**config.mk**
```make
export PLATFORM = sky130hd
export DESIGN_NAME = wb_port_arbiter
export DESIGN_NICKNAME = d
export VERILOG_FILES = /design/src/rtl/wb_port_arbiter.sv
export SDC_FILE = /design/constraint.sdc
export NUM_CORES = 1
export LEC_CHECK = 0
export CORE_UTILIZATION = 36
export CTS_CLUSTER_DIAMETER = 80
export DETAILED_ROUTE_END_ITERATION = 6
export PLACE_DENSITY_LB_ADDON = 0.3
export SYNTH_ARGS = -nofsm -noshare
export SYNTH_HDL_FRONTEND = slang
export SYNTH_SLANG_ARGS = --single-unit
```
**constraint.sdc**
```tcl
create_clock -name clk_i -period 4.5 [get_ports clk_i]
set_clock_uncertainty 0.2 [all_clocks]
set_input_delay 1.35 -clock clk_i [delete_from_list [all_inputs] [get_ports clk_i]]
set_output_delay 1.35 -clock clk_i [all_outputs]
set_load 0.02 [all_outputs]
```
**src/rtl/wb_port_arbiter.sv**
```systemverilog
// -----------------------------------------------------------------------------
// wb_port_arbiter
//
// Shares the single register-file write port between the in-order writeback
// stage (W pipeline register) and a long-latency unit (multiplier/divider)
// whose results arrive out of band. W-stage writes win. An LLU result that
// loses arbitration is parked in a one-entry buffer and drained on the next
// cycle the W stage leaves the port free. If W keeps the port busy for
// STARVE_LIMIT consecutive cycles, the pipeline is frozen for one cycle so
// the buffer can drain.
//
// Ports
//   clk_i           clock, rising edge
//   rst_ni          asynchronous active-low reset
//   RegWriteW_i     W-stage write request
//   RdW_i           W-stage destination register
//   ResultW_i       W-stage write data
//   LluValid_i      LLU result valid
//   LluRd_i         LLU destination register
//   LluResult_i     LLU result data
//   LluReady_o      an LLU result is accepted this cycle
//   RfWe_o          register-file write enable
//   RfRd_o          register-file write address
//   RfWd_o          register-file write data
//   StallPipe_o     freeze every pipeline register (W included) this cycle
//   PendingValid_o  buffer holds an unwritten LLU result
//   PendingRd_o     destination of the buffered result, 0 when empty
//
// WAW ordering between the buffered result and younger instructions is the
// hazard unit's job; it watches PendingValid_o / PendingRd_o.
// -----------------------------------------------------------------------------
module wb_port_arbiter #(
  parameter int DATA_WIDTH             = 32,
  parameter int REGISTER_ADDRESS_WIDTH = 5,
  // Blocked HELD cycles tolerated before a forced drain; legal range 1..15.
  parameter int STARVE_LIMIT           = 4
) (
  input  logic                              clk_i,
  input  logic                              rst_ni,
  input  logic                              RegWriteW_i,
  input  logic [REGISTER_ADDRESS_WIDTH-1:0] RdW_i,
  input  logic [DATA_WIDTH-1:0]             ResultW_i,
  input  logic                              LluValid_i,
  input  logic [REGISTER_ADDRESS_WIDTH-1:0] LluRd_i,
  input  logic [DATA_WIDTH-1:0]             LluResult_i,
  output logic                              LluReady_o,
  output logic                              RfWe_o,
  output logic [REGISTER_ADDRESS_WIDTH-1:0] RfRd_o,
  output logic [DATA_WIDTH-1:0]             RfWd_o,
  output logic                              StallPipe_o,
  output logic                              PendingValid_o,
  output logic [REGISTER_ADDRESS_WIDTH-1:0] PendingRd_o
);

  typedef enum logic [1:0] {
    ST_IDLE    = 2'd0,  // buffer empty
    ST_HELD    = 2'd1,  // buffer full, waiting for a free port cycle
    ST_STARVED = 2'd2   // buffer full, pipeline frozen to force the drain
  } state_t;

  localparam logic [3:0] LIMIT = 4'(STARVE_LIMIT);

  state_t                              state_q;
  logic [3:0]                          cnt_q;
  logic [REGISTER_ADDRESS_WIDTH-1:0]   buf_rd_q;
  logic [DATA_WIDTH-1:0]               buf_data_q;

  logic                                w_wr;
  logic                                llu_xfer;
  logic                                llu_keep;
  logic                                drain;
  logic                                pass;
  logic                                capture;
  logic [3:0]                          cnt_inc;
  logic                                port_we;

  // Request decode. A W write to x0 is not a write, and an accepted LLU
  // result aimed at x0 is simply dropped.
  always_comb begin
    w_wr       = RegWriteW_i & (RdW_i != '0);
    // Gated by rst_ni so the LLU sees "not ready" throughout reset even
    // though the state register already reads IDLE.
    LluReady_o = rst_ni & (state_q == ST_IDLE);
    llu_xfer   = LluValid_i & LluReady_o;
    llu_keep   = llu_xfer & (LluRd_i != '0);
    drain      = (state_q == ST_STARVED) | ((state_q == ST_HELD) & ~w_wr);
    pass       = (state_q == ST_IDLE) & llu_keep & ~w_wr;
    capture    = (state_q == ST_IDLE) & llu_keep & w_wr;
    cnt_inc    = (cnt_q == 4'hF) ? cnt_q : cnt_q + 4'd1;
  end

  // Write-port mux: buffer drain beats LLU pass-through beats W.
  always_comb begin
    port_we = w_wr;
    RfRd_o  = RdW_i;
    RfWd_o  = ResultW_i;
    if (drain) begin
      port_we = 1'b1;
      RfRd_o  = buf_rd_q;
      RfWd_o  = buf_data_q;
    end else if (pass) begin
      port_we = 1'b1;
      RfRd_o  = LluRd_i;
      RfWd_o  = LluResult_i;
    end
    RfWe_o = rst_ni & port_we;
  end

  // Moore outputs. buf_rd_q is cleared on every drain, so it already reads
  // 0 whenever the buffer is empty.
  always_comb begin
    StallPipe_o    = (state_q == ST_STARVED);
    PendingValid_o = (state_q != ST_IDLE);
    PendingRd_o    = buf_rd_q;
  end

  always_ff @(posedge clk_i or negedge rst_ni) begin
    if (!rst_ni) begin
      state_q    <= ST_IDLE;
      cnt_q      <= 4'd0;
      buf_rd_q   <= '0;
      buf_data_q <= '0;
    end else begin
      case (state_q)
        ST_IDLE: begin
          if (capture) begin
            state_q    <= ST_HELD;
            cnt_q      <= 4'd0;
            buf_rd_q   <= LluRd_i;
            buf_data_q <= LluResult_i;
          end
        end
        ST_HELD: begin
          if (!w_wr) begin
            state_q    <= ST_IDLE;
            cnt_q      <= 4'd0;
            buf_rd_q   <= '0;
            buf_data_q <= '0;
          end else begin
            // cnt counts W writes that blocked the buffer since capture.
            cnt_q <= cnt_inc;
            if (cnt_inc == LIMIT) begin
              state_q <= ST_STARVED;
            end
          end
        end
        ST_STARVED: begin
          // Port drained the buffer this cycle; W was frozen by the stall.
          state_q    <= ST_IDLE;
          cnt_q      <= 4'd0;
          buf_rd_q   <= '0;
          buf_data_q <= '0;
        end
        default: begin
          state_q    <= ST_IDLE;
          cnt_q      <= 4'd0;
          buf_rd_q   <= '0;
          buf_data_q <= '0;
        end
      endcase
    end
  end

endmodule

```
# Word-level counts from Yosys, hierarchy flattened

Cells that the tools add are included.

Output and inout port bits: 46
Bits of input ports: 78
Register bits: 43
Logic and storage cells: 49

Reductions and logical operators: 6
Muxes and demuxes: 20
Bitwise gates (word level): 11
Equality and inequality tests: 7
Add/subtract/negate cells: 1

Operator list:

| operator            | number |
|---|---|
| $mux 32             | 4 |
| $pmux 32 s2         | 1 |
| $mux 5              | 4 |
| $mux 4              | 3 |
| $pmux 5 s2          | 1 |
| $reduce_bool 5->1   | 2 |
| $and 1x1->1         | 9 |
| $pmux 4 s2          | 1 |
| $mux 2              | 3 |
| $add 4x1->4 const B | 1 |
| $eq 4x3->1 const B  | 1 |
| $eq 4x4->1 const B  | 1 |
| $ne 2x2->1 const B  | 2 |
| $pmux 2 s2          | 1 |
| $reduce_and 2->1    | 2 |
| $ne 3x2->1 const B  | 1 |
| $eq 2x1->1 const B  | 1 |
| $eq 2x2->1 const B  | 1 |
| $logic_not 2->1     | 1 |
| $mux 1              | 2 |
| $reduce_bool 2->1   | 1 |
| $not 1->1           | 1 |
| $or 1x1->1          | 1 |

# Logic depth before layout (Yosys ltp)

Gate-level depths: netlist (run 1).

Depth in word-level cells: 9
Gate-level depth with buffers: 7
Depth with buffers taken out: 5

# Worst setup path before layout (run 1)

No wires, ideal clock.

Path kind: input to output
Start point: input LluRd_i[1]
End point: output RfRd_o[1]
Arrival: 2.497 ns
Setup slack: 0.453 ns
Data required time: 2.950 ns
Cell stages on the path: 6
Path buffers: 2
Cell sequence: nor4_2 a21oi_2 and2_1 buf_6 buf_6 o211ai_2

Word-level cells in the longest chain between the ends: 6

Ends and longest elaborated chain:

| element                  | line | text |
|---|---|---|
| start: declaration       | 44   | `input logic [REGISTER_ADDRESS_WIDTH-1:0] LluRd_i,` |
| $reduce_bool 5->1        | 85   | `llu_keep = llu_xfer & (LluRd_i != '0);` |
| $and 1x1->1              | 85   |  |
| $and 1x1->1 (2 in a row) | 87   | `pass = (state_q == ST_IDLE) & llu_keep & ~w_wr;` |
| $mux 5 (*)               | 101  | `end else if (pass) begin` |
| $mux 5 (*)               | 97   | `if (drain) begin` |
| end: declaration         | 48   | `output logic [REGISTER_ADDRESS_WIDTH-1:0] RfRd_o,` |

Mark *: on every way between the ends. The rest lies on a longest branch, timed or not.

# Worst setup path after layout (run 1)

Start point: input LluRd_i[1]
End point: output RfWd_o[18]

Word-level cells in the longest chain between the ends: 6

Ends and longest elaborated chain:

| element                  | line | text |
|---|---|---|
| $reduce_bool 5->1        | 85   |  |
| $and 1x1->1              | 85   |  |
| $and 1x1->1 (2 in a row) | 87   |  |
| $mux 32                  | 101  |  |
| $mux 32                  | 97   |  |
| end: declaration         | 49   | `output logic [DATA_WIDTH-1:0] RfWd_o,` |

Every way passes these cells.

==> results of run 1 <==
[cells in the mapped netlist (2+ instances only)]
master    count  area, um^2
nand2_1     152         571
dfrtp_1      43        1080
mux2i_1      37         370
nand3_1      37         185
o211ai_2     30         375
buf_6        13         146
buf_2        12        60.1
inv_1         7        26.3
clkbuf_1      6        22.5
o211ai_1      6        45.0
nor2_1        5        18.8
and2_1        3        18.8
o21ai_1       3        15.0
a21o_1        2        15.0
a21oi_1       2        10.0
a21oi_2       2        17.5
a221oi_1      2        17.5
a31oi_1       2        12.5
buf_4         2        15.0
nor3b_1       2        15.0
o21a_1        2        15.0
[state kept, by name (all words and copies together) (netlist names)]
register	count
cnt_q	4
buf_data_q	32
state_q	2
PendingRd_o	5
[report_power, final]
group          switching (mW)  leakage, nW  total (mW)  internal, mW
registers              0.0968        0.576       0.621         0.524
logic                   0.600         1.79        1.07         0.473
clock network           0.131       0.0515       0.271         0.140
total                   0.828         2.42        1.97          1.14
[critical path: cells and delay by family]
family / cells / cell delay, ns
AND/OR/NAND/NOR: 2 / 0.46
buffers and inverters: 4 / 0.89
AO/OA/AOI/OAI: 2 / 0.19
[worst max path at each step]
stage               startpoint    endpoint  slack [ns]  cells past startpoint
floorplan           LluRd_i[1]   RfRd_o[1]        0.45                      6
detailed placement    RdW_i[1]   RfWd_o[0]       -0.62                      8
global route          RdW_i[3]   RfRd_o[4]       0.002                      7
CTS                 LluRd_i[1]  RfWd_o[18]        0.04                      8
global placement      RdW_i[0]   RfWd_o[0]       -0.58                      8
finish              LluRd_i[1]  RfWd_o[18]        0.05                      8
[per-layer routing]
layer / vias up / track usage [%]
met2: 93 / 36.9
met4: 0 / 5.83
li1: 1626 / -
met5: - / 0
met3: 5 / 2.86
met1: 1572 / 25.9
[cell families after synthesis]
kind of cell | count (synthesis)
compound gates | 62
xor+xnor | 1
fa+ha+maj | 1
buf+inv | 40
flops | 43
mux | 37
simple gates | 210
[metrics by stage]
step / hold slack (ns) / utilization, % / setup slack, ns / setup TNS [ns] / cells
3_5_place_dp: 0.322 / 54.7 / -0.616 / -21.07 / 629
2_1_floorplan: 0.304 / - / 0.453 / 0 / 394
6_report: 0.328 / 54.8 / 0.0474 / 0 / 640
3_3_place_gp: 0.314 / 54.7 / -0.582 / -20.95 / 629
4_1_cts: 0.333 / 54.7 / 0.0358 / 0 / 640
5_1_grt: 0.354 / 54.8 / 0.00217 / 0 / 640
[repair_timing]
action,in CTS,in global routing
cloned,1,0
endpoints found under the setup margin,38,3
hold endpoints to repair,0,0
setup buffers,2,0
pin swaps,5,2
resized for setup,169,2
[final cells by class]
class                      count  area [um^2]  area share (%)
multi-input combinational    311         1980            41.1
timing repair buffer         163         1510            31.2
sequential                    43         1080            22.3
tap                          108          135            2.80
clock buffer                   8          100            2.07
inverter                       7         26.3           0.544
==> reports/results.ini, run 1 <==
[outcome]
status = complete, but fails checks
violations = design-rule violations

[drt]
final_antenna_net_count = 0
met3_length_um = 448
drcViolationCount = 18
wl_met1_mm = 4.39
wire_per_inst_um = 15.1
routed_wl_mm = 9.66
dr_total_vias = 3296
firstDrtPassIters = 6
drtIter0Drc = 177
drt-vias-per-instance = 5.15
maxUsedRoutingLayer = met4
wl_met2_mm = 4.73

[cells_and_area]
fillers = 813
drive_above_1_share_pct = 24.4
nets = 610
design_area_mm2 = 0.00483
mostFrequentLayoutCells = nand2_1, clkdlybuf4s50_1, dfrtp_1, nand3_1, mux2i_1
final_common_cell = nand2_1
area_growth_pct = 46.0
diodes = 0

[cts]
clock_sinks = 43
cts.clk_slew.worst_paths_ns = 0.08
cts_tree = done
cts_buffers = 5
clkLatencyLatePin_ns = 0.29
clock_path_buffers = 2
cts_root_buf = clkbuf_8
htree_levels = 2
holdBufCountCts = 0

[timing]
worst_pin_slew_ns = 0.628
setup_viol = 0
slew_headroom_pct = 58.0
period_share_pct = 98.9
rsz0062_at_grt = false
fmax_mhz = 225
period_minus_slack_ns = 4.45
hold_violations = 0
drv_slew = 0

[floorplanning]
start_util_pct = 37.6
die_area_mm2 = 0.00957
io_pins = 124
die_w_um = 97.8
die_h_um = 97.8
rows = 34
coreArea_mm2 = 0.00881

[power_and_ir_drop]
vdd_drop_max_mv = 0.170
power.density_mw_per_mm2 = 407
power.total_mw = 1.97
leakage_nw = 2.42

[synthesis]
synth_compound_area_share_pct = 19.6
syn_nets = 473
syn_inst = 394
netlist_area_mm2 = 0.00331
avgSynthCellArea_um2 = 8.39
yosysWarnings = 0
ys.flop_type = dfrtp_1
ys_types = 45
synth-xor-area-share_pct = 0.265
synthAdderAreaFrac_pct = 0.378
synth-simple-area-share_pct = 27.9
seq_area_frac_synth_pct = 32.5
synth-seq-cells = 43
async_flop_share_pct = 100
muxShareOfSynthArea_pct = 11.2
synth_edf_count = 0
synth_top_family_by_area = simple AND/OR/NAND/NOR gates

[global_routing]
grt_first_pass_wirelength_mm = 16.0
overflow = 0
antenna_found_initial = 0
track_usage_pct = 20.7
grt_max_degree = 40
grt_pass1_vias = 3348

[job]
cap_violations = 0

[worst_setup_path]
crit_required_ns = 2.95
rr_startpoint = state_q[1]
r2r_cells = 5
r2r-end = cnt_q[3]
worstPathMaxFanout = 7
crit_type = in2out
worstPathArrival_ns = 2.90
start_kind = primary input
max_stage_delay_ns = 0.29
slowest_stage = bufbuf_16
worstSetupEndpointType = primary output
r2r_slack_ns = 2.32
cp_cell_sequence = dlygate4sd2_1, nor4_2, buf_4, a21oi_4, and2_4, bufbuf_16, o211ai_2, buf_2

[placed_design]
dpl_cell_area_mm2 = 0.00482
port_buffers = 123
gp_congestion = 0.866
hpwl_mm = 7.10

[min_path]
holdPathEnd = buf_data_q[18]
worstHoldPathCells = 2
hp-class = reg2reg
hp-start = buf_data_q[18]

Power figures use the tool's default switching activity.
==> run 2, diff against run 1 <==
--- a/config.mk
+++ b/config.mk
@@ -10,3 +10,4 @@
 export DETAILED_ROUTE_END_ITERATION = 6
-export PLACE_DENSITY_LB_ADDON = 0.3
+export PLACE_DENSITY = 0.67
+export SKIP_CTS_REPAIR_TIMING = 1
 export SYNTH_ARGS = -nofsm -noshare
--- a/constraint.sdc
+++ b/constraint.sdc
@@ -4,2 +4,2 @@
 set_output_delay 1.35 -clock clk_i [all_outputs]
-set_load 0.02 [all_outputs]
+set_load 0.05 [all_outputs]
==> run 2 against run 1 <==
Register-to-register slack gained 0.11 ns. Final cell count shrank 2.0%. Clock power is essentially flat. Critical path type unchanged. Utilization grew 0.14 points. Combinational power grew 30%. Largest power group unchanged. Sequential share of layout area shrank 0.058 points. The run still ends with design-rule violations left.
==> reports/results.ini, run 2 (synthesized netlist as in run 1, its figures left out) <==
[placed_design]
dpl_cell_area_mm2 = 0.00463  ; -3.9%
dp.cells = 615  ; -2.2%
hpwl_mm = 6.84  ; -3.8%
port_buffers = 123  ; unchanged
gp_congestion = 0.871  ; +0.59%
post-place-ws_ns = -0.211  ; +0.405 ns

[floorplanning]
die_w_um = 97.8  ; unchanged
io_pins = 124  ; unchanged
rows = 34  ; unchanged
coreArea_mm2 = 0.00881  ; unchanged
die_area_mm2 = 0.00957  ; unchanged
die_h_um = 97.8  ; unchanged
start_util_pct = 37.6  ; unchanged

[cts]
clock_path_buffers = 2  ; unchanged
htree_levels = 2  ; unchanged
clock_sinks = 43  ; unchanged
cts_tree = done
clkLatencyLatePin_ns = 0.29  ; about the same
cts_buffers = 5  ; unchanged
cts.clk_slew.worst_paths_ns = 0.08  ; about the same
cts_root_buf = clkbuf_8

[power_and_ir_drop]
vdd_drop_max_mv = 0.262  ; +54%
leakage_nw = 2.47  ; +2.2%
power.density_mw_per_mm2 = 471  ; +16%
power.total_mw = 2.28  ; +16%

[min_path]
worstHoldPathCells = 2  ; unchanged
holdPathEnd = buf_data_q[21]
hp-class = reg2reg
hp-start = buf_data_q[21]

[cells_and_area]
final_core_util_pct = 55.0  ; +0.14 points
seq_area_mm2 = 0.00108  ; unchanged
drive_above_1_share_pct = 22.7  ; -1.7 points
area_growth_pct = 46.4
nets = 597  ; -2.1%
top_register = buf_data_q
fillers = 818  ; +0.62%
diodes = 0  ; unchanged
final_common_cell = nand2_1
multi_input_area_mm2 = 0.00198  ; -0.25%
mostFrequentLayoutCells = nand2_1, clkdlybuf4s50_1, buf_4, dfrtp_1
instances_no_fill = 627  ; -2.0%
design_area_mm2 = 0.00484  ; +0.26%
largest_reg_flops = 32  ; unchanged

[worst_setup_path]
r2r-end = buf_data_q[16]
critPathTopFamily = buffers and inverters
start_kind = primary input
crit_type = in2out
r2r_slack_ns = 2.43  ; +0.11 ns
r2r_cells = 5  ; unchanged
critical_path_buf_inv_count = 4  ; unchanged
worstPathMaxFanout = 23  ; +16
max_stage_delay_ns = 0.49  ; +0.20 ns
rr_startpoint = state_q[0]
worstPathArrival_ns = 2.85  ; -0.05 ns
worstSetupEndpointType = primary output
slowest_stage = clkdlybuf4s50_1
cp_cell_sequence = clkdlybuf4s50_1, nand2_1, a21oi_4, buf_4, buf_12, nand3_1, o211ai_1, buf_4
crit_path_frequent_cell = buf_4
crit_required_ns = 2.95  ; about the same

[drt]
drtIter0Drc = 137  ; -23%
routed_wl_mm = 10.0  ; +3.8%
drcViolationCount = 16  ; -2
met3_length_um = 527  ; +18%
final_antenna_net_count = 0  ; unchanged
maxUsedRoutingLayer = met4
drt-vias-per-instance = 5.21  ; +1.1%
firstDrtPassIters = 7  ; +1
wire_per_inst_um = 16.0  ; +6.0%
dr_total_vias = 3266  ; -0.91%
wl_met1_mm = 4.68  ; +6.7%
wl_met2_mm = 4.80  ; +1.5%

[job]
cap_violations = 0  ; unchanged

[global_routing]
grt_first_pass_wirelength_mm = 15.7  ; -1.6%
antenna_found_initial = 0  ; unchanged
grt_max_degree = 44  ; +10%
track_usage_pct = 20.1  ; -0.61 points
grt_pass1_vias = 3161  ; -5.6%
overflow = 0  ; unchanged

[timing]
hold_violations = 0  ; unchanged
setup_slack_ns = 0.0972  ; +0.0498 ns
drv_slew = 0  ; unchanged
period_minus_slack_ns = 4.40  ; -0.0498 ns
tns_ns = 0  ; unchanged
setup_viol = 0  ; unchanged
holdWs_ns = 0.328  ; +0.000258 ns
worst_pin_slew_ns = 0.645  ; +0.0165 ns
slew_headroom_pct = 57.0  ; -1.0 points
fmax_mhz = 227  ; +1.1%
rsz0062_at_grt = false
period_share_pct = 97.8  ; -1.1 points

[outcome]
violations = design-rule violations
status = complete, but fails checks

run 2: cell count changes in the layout (fill, tap and decap cells not counted), sizes merged:
| cell | delta |
|---|---|
| buf | -12 |
| clkdlybuf4s15 | -2 |
| clkbuf | +3 |
| dlymetal6s2s | +10 |
| bufbuf | -1 |
| dlygate4sd2 | -10 |
| clkdlybuf4s50 | -1 |
run 2: final cells by class:
class	instances	area share, %
multi-input cells	311	40.9
repair buffers	150	31.5
flip-flops and latches	43	22.2
well taps	108	2.79
clock buffers	8	2.07
inverters	7	0.543
run 2: how the worst max path moves through the flow:
stage	startpoint	endpoint	slack [ns]	cells after the start
4_1_cts	LluRd_i[1]	RfWd_o[0]	-0.21	8
3_3_place_gp	LluRd_i[1]	RfWd_o[3]	-0.16	8
6_report	LluValid_i	RfRd_o[4]	0.1	8
5_1_grt	LluRd_i[0]	RfRd_o[4]	0.02	8
2_1_floorplan	LluRd_i[1]	RfRd_o[4]	0.06	5
3_5_place_dp	LluRd_i[1]	RfWd_o[0]	-0.21	8
run 2: power breakdown:
part / internal, mW / leakage (nW) / switching [mW]
Combinational: 0.520 / 1.84 / 0.866
Clock: 0.140 / 0.0515 / 0.130
Sequential: 0.524 / 0.576 / 0.0994
Total: 1.18 / 2.47 / 1.10
run 2: routing by layer:
metal  GRT usage (%)  vias to the layer above
li1                -                     1607
met2            33.6                      105
met3            3.51                        2
met1            27.6                     1552
met5               0                        -
met4            3.15                        0
run 2: worst register-to-register path: stages (launching register included):
cell and delay [ns]:
dfrtp_1 0.51, nor3b_1 0.22, a221oi_4 0.58, buf_12 0.26, nand2_1 0.08, mux2i_1 0.15
==> run 3, diff against run 2 <==
--- a/config.mk
+++ b/config.mk
@@ -7,2 +7,3 @@
 export LEC_CHECK = 0
+export CAP_MARGIN = 0
 export CORE_UTILIZATION = 36
@@ -15 +16,2 @@
 export SYNTH_SLANG_ARGS = --single-unit
+export TNS_END_PERCENT = 10
--- a/constraint.sdc
+++ b/constraint.sdc
@@ -4,2 +4,2 @@
 set_output_delay 1.35 -clock clk_i [all_outputs]
-set_load 0.05 [all_outputs]
+set_load 0.005 [all_outputs]
==> run 3 against run 2 <==
The run ends with design-rule violations, negative setup slack left. Final cell count up 1.3%. Design area up 4.1%. Clock power down 9.3%. Register-to-register slack worse by 0.06 ns.
==> reports/results.ini, run 3 (synthesized netlist as in run 1, its figures left out) <==
[worst_setup_path]
r2r-end = cnt_q[3]
rr_startpoint = state_q[1]
crit_required_ns = 2.95  ; about the same
start_kind = primary input
r2r_cells = 5  ; unchanged
critPathTopFamily = buffers and inverters
worstPathArrival_ns = 3.02  ; +0.17 ns
max_stage_delay_ns = 0.51  ; +0.02 ns
critical_path_buf_inv_count = 4  ; unchanged
crit_type = in2out
r2r_slack_ns = 2.37  ; -0.06 ns
slowest_stage = clkdlybuf4s50_1
cp_cell_sequence = dlymetal6s2s_1, nor4_2, buf_4, a21oi_4, and2_4, buf_6, o211ai_2, clkdlybuf4s50_1
worstPathMaxFanout = 11  ; -52%
worstSetupEndpointType = primary output

[cells_and_area]
nets = 606  ; +1.5%
largest_reg_flops = 32  ; unchanged
top_register = buf_data_q
design_area_mm2 = 0.00504  ; +4.1%
seq_area_mm2 = 0.00108  ; unchanged
final_core_util_pct = 57.2  ; +2.3 points
instances_no_fill = 635  ; +1.3%
drive_above_1_share_pct = 17.8  ; -4.9 points
multi_input_area_mm2 = 0.00199  ; +0.57%
mostFrequentLayoutCells = nand2_1, clkdlybuf4s50_1, dfrtp_1, dlymetal6s2s_1
area_growth_pct = 52.4
fillers = 823  ; +0.61%
diodes = 0  ; unchanged
final_common_cell = nand2_1

[timing]
tns_ns = -0.216  ; -0.216 ns
period_share_pct = 102  ; +3.8 points
rsz0062_at_grt = true
period_minus_slack_ns = 4.57  ; +0.172 ns
drv_slew = 0  ; unchanged
holdWs_ns = 0.331  ; +0.00246 ns
worst_pin_slew_ns = 0.598  ; -0.0470 ns
setup_slack_ns = -0.0744  ; -0.172 ns
slew_headroom_pct = 60.1  ; +3.1 points
setup_viol = 3  ; +3
fmax_mhz = 219  ; -3.8%
hold_violations = 0  ; unchanged

[global_routing]
antenna_found_initial = 0  ; unchanged
grt_first_pass_wirelength_mm = 16.7  ; +6.3%
grt_pass1_vias = 3510  ; +11%
overflow = 0  ; unchanged
grt_max_degree = 41  ; -6.8%
track_usage_pct = 21.3  ; +1.3 points

[cts]
clkLatencyLatePin_ns = 0.28  ; about the same
clock_sinks = 43  ; unchanged
htree_levels = 2  ; unchanged
clock_path_buffers = 2  ; unchanged
cts_buffers = 5  ; unchanged
cts_tree = done
cts.clk_slew.worst_paths_ns = 0.08  ; about the same
cts_root_buf = clkbuf_8

[drt]
firstDrtPassIters = 7  ; unchanged
wire_per_inst_um = 16.1  ; +0.55%
drcViolationCount = 16  ; unchanged
drt-vias-per-instance = 5.26  ; +0.98%
dr_total_vias = 3340  ; +2.3%
routed_wl_mm = 10.2  ; +1.8%
drtIter0Drc = 169  ; +23%
final_antenna_net_count = 0  ; unchanged

[floorplanning]
start_util_pct = 37.6  ; unchanged
io_pins = 124  ; unchanged
coreArea_mm2 = 0.00881  ; unchanged
die_h_um = 97.8  ; unchanged
die_w_um = 97.8  ; unchanged
rows = 34  ; unchanged
die_area_mm2 = 0.00957  ; unchanged

[placed_design]
dpl_cell_area_mm2 = 0.00475  ; +2.6%
dp.cells = 623  ; +1.3%
gp_congestion = 0.784  ; -10%
post-place-ws_ns = -0.515  ; -0.305 ns
port_buffers = 123  ; unchanged
hpwl_mm = 7.04  ; +3.0%

[min_path]
hp-class = reg2reg
holdPathEnd = buf_data_q[4]
hp-start = buf_data_q[4]
worstHoldPathCells = 2  ; unchanged

[power_and_ir_drop]
vdd_drop_max_mv = 0.227  ; -13%
power.total_mw = 1.85  ; -19%
power.density_mw_per_mm2 = 367  ; -22%
leakage_nw = 2.79  ; +13%

[outcome]
status = complete, but fails checks
violations = design-rule violations, negative setup slack

[job]
cap_violations = 0  ; unchanged

## run 3: worst register-to-register path, stage by stage, from the launching register on
cell	delay, ns
dfrtp_1	0.54
nor2_4	0.17
buf_4	0.39
inv_1	0.23
a21o_1	0.24
a221oi_1	0.26
## run 3: worst max-delay path by stage
stage	endpoint	slack (ns)	cells after the start	from
finish	RfWd_o[20]	-0.07	8	LluRd_i[4]
global route	RfWd_o[20]	-0.13	8	LluRd_i[4]
CTS	RfWd_o[31]	-0.51	8	LluRd_i[1]
detailed placement	RfWd_o[31]	-0.52	8	LluRd_i[1]
global placement	RfWd_o[1]	-0.48	8	LluRd_i[1]
floorplan	RfRd_o[1]	0.53	6	RdW_i[0]
## run 3: power breakdown
| group | internal [mW] | leakage, nW | switching [mW] | total, mW |
|---|---|---|---|---|
| clock | 0.120 | 0.0470 | 0.124 | 0.245 |
| combinational | 0.511 | 2.17 | 0.473 | 0.985 |
| sequential | 0.524 | 0.576 | 0.0985 | 0.623 |
| total | 1.16 | 2.79 | 0.696 | 1.85 |
## run 3: final cells by class
cell class,count,share of cell area [%]
tap,108,2.68
clock buffer,6,1.64
inverter,7,0.521
clock inverter,1,0.0993
timing repair buffer,159,34.2
sequential,43,21.4
multi-input combinational,311,39.5
## run 3: layer usage
layer / track usage (%) / vias up / wire, um
li1: - / 1620 / -
met4: 4.90 / 0 / 120
met5: 0 / - / 0
met3: 3.29 / 8 / 579
met1: 27.6 / 1599 / 4640
met2: 37.3 / 113 / 4880
